`config.mk`:
```
export PLATFORM = sky130hd
export DESIGN_NAME = alu_writeback
export DESIGN_NICKNAME = d
export VERILOG_FILES = /design/src/rtl/alu_writeback.sv
export SDC_FILE = /design/constraint.sdc
export NUM_CORES = 1
export LEC_CHECK = 0
export CORE_UTILIZATION = 40
export CTS_CLUSTER_DIAMETER = 60
export DETAILED_ROUTE_END_ITERATION = 8
export GPL_TIMING_DRIVEN = 1
export PLACE_DENSITY = 0.69
export SKIP_LAST_GASP = 1
export SLEW_MARGIN = 25
export SYNTH_ARGS = -nofsm -noshare
export SYNTH_HDL_FRONTEND = slang
export SYNTH_SLANG_ARGS = --single-unit
```
`constraint.sdc`:
```
create_clock -name clk -period 2.1 [get_ports clk]
set_input_delay 0.21 -clock clk [delete_from_list [all_inputs] [get_ports clk]]
set_output_delay 0.21 -clock clk [all_outputs]
set_load 0.01 [all_outputs]
```
`src/rtl/alu_writeback.sv`:
```
// ---------------------------------------------------------------------------
// alu_writeback
//
// Writeback sequencer at the consuming end of the ALU result interface.
// Accepts an ALU result (Out, R, signFlag) tagged with its op code and
// destination register, and writes it into the register file.
//
// Multiply (3'b010) and divide (3'b011) return two results. Out goes to the
// held destination in one cycle and R goes to REM_REG in the next. While Out
// is being written, in_ready is held low for that single cycle.
//
// Z/N status flags and a wrapping count of accepted results are also kept
// here.
//
// Ports
//   clk        system clock, rising edge
//   rst_n      asynchronous reset, active-low
//   in_valid   ALU result valid this cycle
//   in_ready   block can accept a result this cycle
//   in_op      op code the result came from
//   in_dest    destination register
//   in_out     ALU Out
//   in_r       ALU R (high product / remainder)
//   in_sign    ALU signFlag
//   rf_we      register file write enable
//   rf_waddr   register file write address
//   rf_wdata   register file write data
//   flag_z     zero flag
//   flag_n     negative flag
//   retired    count of accepted results (wraps)
//
// state | meaning
// ------+---------------------------------------------------------------
// IDLE  | no pending write
// WB_LO | write held Out to held destination
// WB_HI | write held R to REM_REG (second half of multiply/divide)
// ---------------------------------------------------------------------------
module alu_writeback #(
   parameter logic [3:0] REM_REG = 4'd15,
   parameter int         CNT_W   = 16
) (
   input  logic             clk,
   input  logic             rst_n,
   input  logic             in_valid,
   output logic             in_ready,
   input  logic [2:0]       in_op,
   input  logic [3:0]       in_dest,
   input  logic [15:0]      in_out,
   input  logic [15:0]      in_r,
   input  logic             in_sign,
   output logic             rf_we,
   output logic [3:0]       rf_waddr,
   output logic [15:0]      rf_wdata,
   output logic             flag_z,
   output logic             flag_n,
   output logic [CNT_W-1:0] retired
);

   typedef enum logic [1:0] {
      IDLE  = 2'd0,
      WB_LO = 2'd1,
      WB_HI = 2'd2
   } state_t;

   localparam logic [2:0] OP_ADD  = 3'b000;
   localparam logic [2:0] OP_SUB  = 3'b001;
   localparam logic [2:0] OP_MUL  = 3'b010;
   localparam logic [2:0] OP_DIV  = 3'b011;
   localparam logic [2:0] OP_NOWB = 3'b111;

   state_t      state_q;
   state_t      state_d;

   logic [2:0]  op_q;
   logic [3:0]  dest_q;
   logic [15:0] out_q;
   logic [15:0] r_q;
   logic        sign_q;

   logic        held_two;
   logic        xfer;

   logic        flag_upd;
   logic        flag_z_d;
   logic        flag_n_d;

   // in_ready depends only on registered state and the held op, so it never
   // loops back combinationally through in_valid.
   assign held_two = (op_q == OP_MUL) || (op_q == OP_DIV);
   assign in_ready = !((state_q == WB_LO) && held_two);
   assign xfer     = in_valid && in_ready;

   // ------------------------------------------------------------------
   // State register
   // ------------------------------------------------------------------
   always_ff @(posedge clk or negedge rst_n) begin
      if (!rst_n) begin
         state_q <= IDLE;
      end else begin
         state_q <= state_d;
      end
   end

   // ------------------------------------------------------------------
   // Next-state and Moore outputs
   // ------------------------------------------------------------------
   always_comb begin
      state_d  = state_q;
      rf_we    = 1'b0;
      rf_waddr = 4'd0;
      rf_wdata = 16'd0;

      case (state_q)
         IDLE: begin
            if (xfer) begin
               state_d = WB_LO;
            end
         end

         WB_LO: begin
            rf_waddr = dest_q;
            rf_wdata = out_q;
            // R0 is hardwired; op 111 produces no register result.
            rf_we    = (op_q != OP_NOWB) && (dest_q != 4'd0);
            if (held_two) begin
               state_d = WB_HI;
            end else if (xfer) begin
               state_d = WB_LO;
            end else begin
               state_d = IDLE;
            end
         end

         WB_HI: begin
            rf_waddr = REM_REG;
            rf_wdata = r_q;
            rf_we    = 1'b1;
            if (xfer) begin
               state_d = WB_LO;
            end else begin
               state_d = IDLE;
            end
         end

         default: begin
            state_d = IDLE;
         end
      endcase
   end

   // ------------------------------------------------------------------
   // Holding registers: loaded on every transfer. A two-result op cannot be
   // overwritten before its R write because in_ready is low in its WB_LO.
   // ------------------------------------------------------------------
   always_ff @(posedge clk or negedge rst_n) begin
      if (!rst_n) begin
         op_q   <= 3'd0;
         dest_q <= 4'd0;
         out_q  <= 16'd0;
         r_q    <= 16'd0;
         sign_q <= 1'b0;
      end else if (xfer) begin
         op_q   <= in_op;
         dest_q <= in_dest;
         out_q  <= in_out;
         r_q    <= in_r;
         sign_q <= in_sign;
      end
   end

   // ------------------------------------------------------------------
   // Status flags: computed from the held result and committed on the edge
   // that leaves WB_LO. Multiply looks at the full 32-bit product.
   // ------------------------------------------------------------------
   always_comb begin
      flag_upd = 1'b0;
      flag_z_d = flag_z;
      flag_n_d = flag_n;
      if ((state_q == WB_LO) && sign_q) begin
         case (op_q)
            OP_ADD, OP_SUB, OP_DIV: begin
               flag_upd = 1'b1;
               flag_z_d = (out_q == 16'd0);
               flag_n_d = out_q[15];
            end
            OP_MUL: begin
               flag_upd = 1'b1;
               flag_z_d = ({r_q, out_q} == 32'd0);
               flag_n_d = r_q[15];
            end
            default: begin
               flag_upd = 1'b0;
            end
         endcase
      end
   end

   always_ff @(posedge clk or negedge rst_n) begin
      if (!rst_n) begin
         flag_z <= 1'b0;
         flag_n <= 1'b0;
      end else if (flag_upd) begin
         flag_z <= flag_z_d;
         flag_n <= flag_n_d;
      end
   end

   // ------------------------------------------------------------------
   // Retired-result counter, wraps naturally at 2^CNT_W.
   // ------------------------------------------------------------------
   always_ff @(posedge clk or negedge rst_n) begin
      if (!rst_n) begin
         retired <= '0;
      end else if (xfer) begin
         retired <= retired + {{(CNT_W-1){1'b0}}, 1'b1};
      end
   end

endmodule

```
==> flow_metrics.env, run 1 <==
export IMPL_syn_area_per_cell_um2=12.9
export IMPL_finalHoldViolations=0
export IMPL_cts_root_buffer="clkbuf_8"
export IMPL_tns_ns=0
export IMPL_cts_sinks=60
export IMPL_start_kind="register"
export IMPL_worst_pin_slew_ns=0.516
export IMPL_die_area_um2=7850
export IMPL_grt_total_usage_pct=19.0
export IMPL_grt_max_degree=23
export IMPL_synthToLayoutAreaGrowth_pct=39.6
export IMPL_startpoint="dest_q[1]"
export IMPL_critPathBufInv=1
export IMPL_crit_slowest_cell="or4_1"
export IMPL_vias_per_cell=4.99
export IMPL_path_cells="or4_1, a31oi_1, nor2b_1, dlygate4sd2_1"
export IMPL_wl_per_cell_um=15.8
export IMPL_drive_above_1_share_pct=23.0
export IMPL_htreeDepth=3
export IMPL_fillers=631
export IMPL_fin_area_um2=4190
export IMPL_yosys_area_share_adder_pct=2.09
export IMPL_synthXorXnorAreaFrac_pct=4.38
export IMPL_pin_count=83
export IMPL_syn_inst=232
export IMPL_worstPathArrival_ns=1.80
export IMPL_fp_coreArea_um2=7250
export IMPL_path_max_fanout=3
export IMPL_total_power_w=0.00445
export IMPL_reg2regPathDepth=6
export IMPL_synth_async_reset_ratio_pct=100
export IMPL_synth_area_um2=3000
export IMPL_port_buffers=82
export IMPL_fin_crit_sh_pct=95.6
export IMPL_grt_pass1_wl_um=11100
export IMPL_synth_top_family_by_area="multiplexers"
export IMPL_cts_buffers=9
export IMPL_ant_nets=0
export IMPL_synth_nets=280
export IMPL_fp_dieW_um=88.6
export IMPL_finalSetupViolations=0
export IMPL_cts_tree="yes"
export IMPL_nNetsFinal=379
export IMPL_postPlaceCellArea_um2=3970
export IMPL_clockBufferDepth=2
export IMPL_r2r_end="out_q[6]"
export IMPL_num_vias=2166
export IMPL_final_setup_skew_ns=0.00794
export IMPL_regArea_um2=1500
export IMPL_grt_pass1_vias=2211
export IMPL_initial_core_util_pct=41.3
export IMPL_outcome="complete, no violations"
export IMPL_clock_fmax_mhz=498
export IMPL_gp_congestion=0.749
export IMPL_slew_violations=0
export IMPL_min_path_type="primary input to async pin"
export IMPL_firstDrtPassIters=4
export IMPL_synth_top_flop_cell="dfrtp_1"
export IMPL_drc=0
export IMPL_antenna_found_initial=0
export IMPL_yosysUniqueCellTypes=35
export IMPL_ir_drop_mv=0.533
export IMPL_synth_compound_area_share_pct=6.09
export IMPL_overflow=0
export IMPL_wl_um=6840
export IMPL_clkTransAtPathRegs_ns=0.06
export IMPL_crit_type="register to primary output"
export IMPL_cp_slowest_stage_delay_ns=0.54
export IMPL_ys_ff_latch=60
export IMPL_r2r_start="state_q[0]"
export IMPL_holdWs_ns=0.380
export IMPL_powerDensity_nw_per_um2=1060
export IMPL_die_h_um=88.6
export IMPL_synth_warnings=0
export IMPL_multi_input_area_um2=1410
export IMPL_cp_top_family="simple AND/OR/NAND/NOR gates"
export IMPL_required_ns=1.89
export IMPL_cap_violations=0
export IMPL_ys_seq_area_share_pct=50.1
export IMPL_synth_edf_count=0
export IMPL_synthMuxAreaShare_pct=20.4
export IMPL_clk_latency_ns=0.33
export IMPL_n_antenna_cell=0
export IMPL_worst_r2r_setup_slack_ns=0.24
export IMPL_drt_iter0_drc=44
export IMPL_finalCriticalPeriod_ns=2.01
export IMPL_synth_simple_area_share_pct=13.6
export IMPL_power_leakage_nw=1.95
export IMPL_slew_headroom_pct=65.3
export IMPL_placementRows=31
export IMPL_end_kind="primary output"
export IMPL_hpwl_um=4970
==> sequential cells by signal, summed over array words and instances, names as in the netlist <==
register,cells
dest_q,4
flag_n,1
flag_z,1
op_q,3
out_q,16
r_q,16
retired,16
sign_q,1
state_q,2
==> kinds of logic (layout without fill, tap and decap cells) <==
logic type	after synthesis	count (layout)
DFF	60	60
xor gates and xnor gates	15	15
buffers and inverters	16	119
AOI/OAI and AO/OA	26	26
adders and majority gates	5	5
and+or+nand+nor	68	68
muxes	42	42
==> cell usage after synthesis, types with 5 or more instances <==
master | count | area, µm²
nand3_1 | 5 | 25.0
nand2_1 | 6 | 22.5
nand4_1 | 7 | 43.8
ha_1 | 5 | 62.6
buf_6 | 5 | 56.3
xnor2_1 | 7 | 61.3
mux2_4 | 37 | 556
a22oi_1 | 16 | 120
and3_1 | 5 | 31.3
nor2_1 | 5 | 18.8
nor2b_1 | 21 | 131
nor4_1 | 8 | 50.1
dfrtp_1 | 60 | 1500
xor2_1 | 8 | 70.1
==> worst max path at each step <==
| stage | endpoint | slack (ns) | depth (start not counted) |
|---|---|---|---|
| global placement | rf_we | 0.16 | 6 |
| floorplan | dest_q[3] | 0.40 | 8 |
| finish | rf_we | 0.09 | 4 |
| global route | rf_wdata[6] | -0.002 | 6 |
| CTS | rf_we | 0.05 | 4 |
| detailed placement | rf_we | 0.12 | 6 |
==> routing by layer <==
| metal | up-vias | routed length (µm) | part of all wire (%) | track usage, % |
|---|---|---|---|---|
| met2 | 58 | 3370 | 49 | 30.8 |
| met5 | - | 0 | 0 | 0 |
| met4 | 0 | 64 | 0.94 | 4.40 |
| met1 | 1070 | 3130 | 46 | 25.3 |
| met3 | 6 | 278 | 4.1 | 5.41 |
| li1 | 1032 | - | - | - |
==> where the power goes <==
| part | total [W] | internal [W] | switching, W |
|---|---|---|---|
| combinational | 0.00187 | 0.00109 | 0.000779 |
| sequential | 0.00168 | 0.00142 | 0.000266 |
| clock | 0.000898 | 0.000483 | 0.000415 |
==> cell usage in the layout (no fill, tap or decap), types with 8 or more instances in the layout <==
cell | Yosys | final
clkbuf_8 | 0 | 11
dfrtp_1 | 60 | 60
a22oi_1 | 16 | 15
dlygate4sd2_1 | 0 | 21
buf_4 | 1 | 13
xor2_1 | 8 | 8
mux2_4 | 37 | 37
nor4_1 | 8 | 8
nor2b_1 | 21 | 21
clkdlybuf4s50_1 | 0 | 60
==> repair_timing <==
| item | in CTS | in global routing |
|---|---|---|
| hold buffers | 1 | 0 |
| endpoints found under the setup margin | 21 | 2 |
| gates cloned | 0 | 0 |
| gates resized for setup | 26 | 1 |
| setup buffers | 3 | 2 |
| endpoints found under the hold margin | 20 | 0 |
==> per-stage QoR <==
| stage | setup slack (ns) | std cells | utilization (%) |
|---|---|---|---|
| after floorplan | 0.402 | 232 | - |
| after global placement | 0.158 | 413 | 54.7 |
| after detailed placement | 0.119 | 413 | 54.7 |
| after CTS | 0.0473 | 432 | 57.4 |
| after global routing | -0.00226 | 434 | 57.7 |
| final | 0.0919 | 434 | 57.7 |
==> layout make-up <==
| class | count | share of cell area, % |
|---|---|---|
| Sequential cell | 60 | 35.9 |
| Multi-Input combinational cell | 156 | 33.8 |
| Timing Repair Buffer | 100 | 23.0 |
| Clock buffer | 13 | 3.80 |
| Tap cell | 99 | 2.96 |
| Inverter | 4 | 0.359 |
| Clock inverter | 2 | 0.239 |
Power figures use the tool's default switching activity.
==> run 2, diff against run 1 <==
--- a/config.mk
+++ b/config.mk
@@ -6,6 +6,7 @@
 export NUM_CORES = 1
 export LEC_CHECK = 0
 export CORE_UTILIZATION = 40
+export CTS_BUF_LIST = sky130_fd_sc_hd__clkbuf_4
 export CTS_CLUSTER_DIAMETER = 60
 export DETAILED_ROUTE_END_ITERATION = 8
 export GPL_TIMING_DRIVEN = 1
==> run 2 against run 1 <==
  * Non-clock buffer count is 1 higher
  * Global-route usage hardly changed
  * Cell count is 0.23% higher
  * Design area hardly changed
  * Sequential power hardly changed
  * First-iteration DRC count is 34% higher
  * Clock power is 29% lower
  * Critical path depth stayed put
  * Setup slack worse by 0.042 ns
  * Via count is 0.74% higher
  * Clock-buffer cell count is 2 lower
  * Critical endpoint unchanged
  * Largest cell class unchanged
==> flow_metrics.env, run 2 (synthesis results as in run 1) <==
export IMPL_outcome="complete, no violations"
export IMPL_p_comb_share_pct=45.7
export IMPL_multi_input_area_um2=1480
export IMPL_p_clk_share_pct=14.8
export IMPL_grt_pass1_wl_um=11100
export IMPL_drive_above_1_share_pct=29.5
export IMPL_crit_slowest_cell="or4_4"
export IMPL_r2r_start="state_q[0]"
export IMPL_ant_nets=0
export IMPL_postPlaceCellArea_um2=3970
export IMPL_cts_buffers=9
export IMPL_end_kind="primary output"
export IMPL_finalCriticalPeriod_ns=2.05
export IMPL_path_max_fanout=3
export IMPL_switching_share_pct=34.8
export IMPL_r2r_end="out_q[6]"
export IMPL_crit_type="register to primary output"
export IMPL_reg2regPathDepth=6
export IMPL_fin_crit_sh_pct=97.6
export IMPL_port_buffers=82
export IMPL_n_antenna_cell=0
export IMPL_required_ns=1.89
export IMPL_rsz0062_at_grt="true"
export IMPL_wl_um=6970
export IMPL_gp_congestion=0.749
export IMPL_slew_violations=0
export IMPL_synthToLayoutAreaGrowth_pct=39.5
export IMPL_slew_headroom_pct=66.0
export IMPL_hpwl_um=4970
export IMPL_final_setup_skew_ns=0.0138
export IMPL_fp_dieW_um=88.6
export IMPL_drt_iter0_drc=59
export IMPL_pin_count=83
export IMPL_cts_tree="yes"
export IMPL_powerDensity_nw_per_um2=1030
export IMPL_p_sw_w=0.00150
export IMPL_fillers=629
export IMPL_die_area_um2=7850
export IMPL_antenna_found_initial=0
export IMPL_tns_ns=0
export IMPL_grt_pass1_vias=2203
export IMPL_cp_slowest_stage_delay_ns=0.55
export IMPL_initial_core_util_pct=41.3
export IMPL_cts_sinks=60
export IMPL_ir_drop_mv=0.544
export IMPL_start_kind="register"
export IMPL_min_path_type="primary input to async pin"
export IMPL_drc=0
export IMPL_finalHoldViolations=0
export IMPL_worst_r2r_setup_slack_ns=0.22
export IMPL_grt_max_degree=23
export IMPL_vias_per_cell=5.02
export IMPL_cell_internal_pwr_w=0.00280
export IMPL_clock_fmax_mhz=488
export IMPL_reg_top3="out_q x16, r_q x16, retired x16"
export IMPL_power_leakage_nw=1.87
export IMPL_cap_violations=0
export IMPL_worst_pin_slew_ns=0.505
export IMPL_path_cells="or4_4, a31oi_2, nor2b_2, dlygate4sd2_1"
export IMPL_clk_latency_ns=0.39
export IMPL_worstPathArrival_ns=1.84
export IMPL_grt_total_usage_pct=18.9
export IMPL_placementRows=31
export IMPL_num_vias=2182
export IMPL_finalSetupViolations=0
export IMPL_pwr_share_seq_pct=39.5
export IMPL_cts_root_buffer="clkbuf_4"
export IMPL_die_h_um=88.6
export IMPL_fin_area_um2=4190
export IMPL_clkTransAtPathRegs_ns=0.10
export IMPL_htreeDepth=3
export IMPL_nNetsFinal=380
export IMPL_mostFrequentLayoutCells="dfrtp_1, clkdlybuf4s50_1, mux2_4"
export IMPL_wl_per_cell_um=16.0
export IMPL_regArea_um2=1500
export IMPL_overflow=0
export IMPL_firstDrtPassIters=4
export IMPL_clockBufferDepth=2
export IMPL_fp_coreArea_um2=7250
[run 2: cell count changes in the layout (fill, tap and decap cells not counted), sizes merged]
cell | before | now
dlygate4sd2 | 21 | 3
clkdlybuf4s15 | 0 | 10
clkbuf | 13 | 19
clkinv | 2 | 4
buf | 18 | 19
[run 2: cell type report]
| cell class | instances | share of cell area, % |
|---|---|---|
| Sequential cell | 60 | 35.9 |
| Clock buffer | 11 | 1.97 |
| Clock inverter | 4 | 0.419 |
| Tap cell | 99 | 2.96 |
| Multi-Input combinational cell | 156 | 35.5 |
| Inverter | 4 | 0.359 |
| Timing Repair Buffer | 101 | 23.0 |
[run 2: repair_timing]
action,in CTS,in global routing
endpoints found under the setup margin,21,21
buffers inserted,3,2
cloned,0,1
hold buffers,1,0
pin swaps,0,2
gates resized for setup,26,45
hold endpoints to repair,20,0
[run 2: how the worst max path moves through the flow]
stage	startpoint	endpoint	cells past startpoint	slack, ns
5_1_grt	dest_q[1]	rf_we	4	-0.03
3_3_place_gp	state_q[1]	rf_we	6	0.16
4_1_cts	dest_q[1]	rf_we	4	-0.03
6_report	dest_q[1]	rf_we	4	0.05
2_1_floorplan	state_q[1]	dest_q[3]	8	0.40
3_5_place_dp	state_q[1]	rf_we	6	0.12
[run 2: layer usage]
| metal | GRT usage (%) | up-vias | wire length [µm] |
|---|---|---|---|
| met5 | 0 | - | 0 |
| met4 | 4.40 | 0 | 80 |
| met3 | 5.41 | 8 | 290 |
| met2 | 30.7 | 62 | 3400 |
| met1 | 25.3 | 1076 | 3190 |
| li1 | - | 1036 | - |
[run 2: power by group through the flow]
stage | clock, W | combinational, W | sequential [W]
4_1_cts | 0.000665 | 0.00187 | 0.00168
3_5_place_dp | 0 | 0.00188 | 0.00170
2_1_floorplan | 0 | 0.00108 | 0.00166
6_report | 0.000637 | 0.00197 | 0.00170
3_3_place_gp | 0 | 0.00184 | 0.00170
5_1_grt | 0.000711 | 0.00213 | 0.00173
[run 2: critical path: cells and delay by family, from the launching register on]
family,cells,cell delay (ns)
AOI/OAI and AO/OA,1,0.15
buffers and inverters,1,0.28
DFF,1,0.41
and+or+nand+nor,2,0.61
[run 2: stage by stage]
step                      setup slack, ns  total power [W]  utilization, %  hold slack (ns)  std cells
after floorplan                     0.402          0.00274               -          -0.0856        232
after global placement              0.158          0.00354            54.7            0.196        413
after detailed placement            0.119          0.00358            54.7            0.199        413
after CTS                         -0.0322          0.00421            56.5            0.297        432
after global routing              -0.0324          0.00457            57.7            0.325        435
final                              0.0502          0.00430            57.7            0.314        435
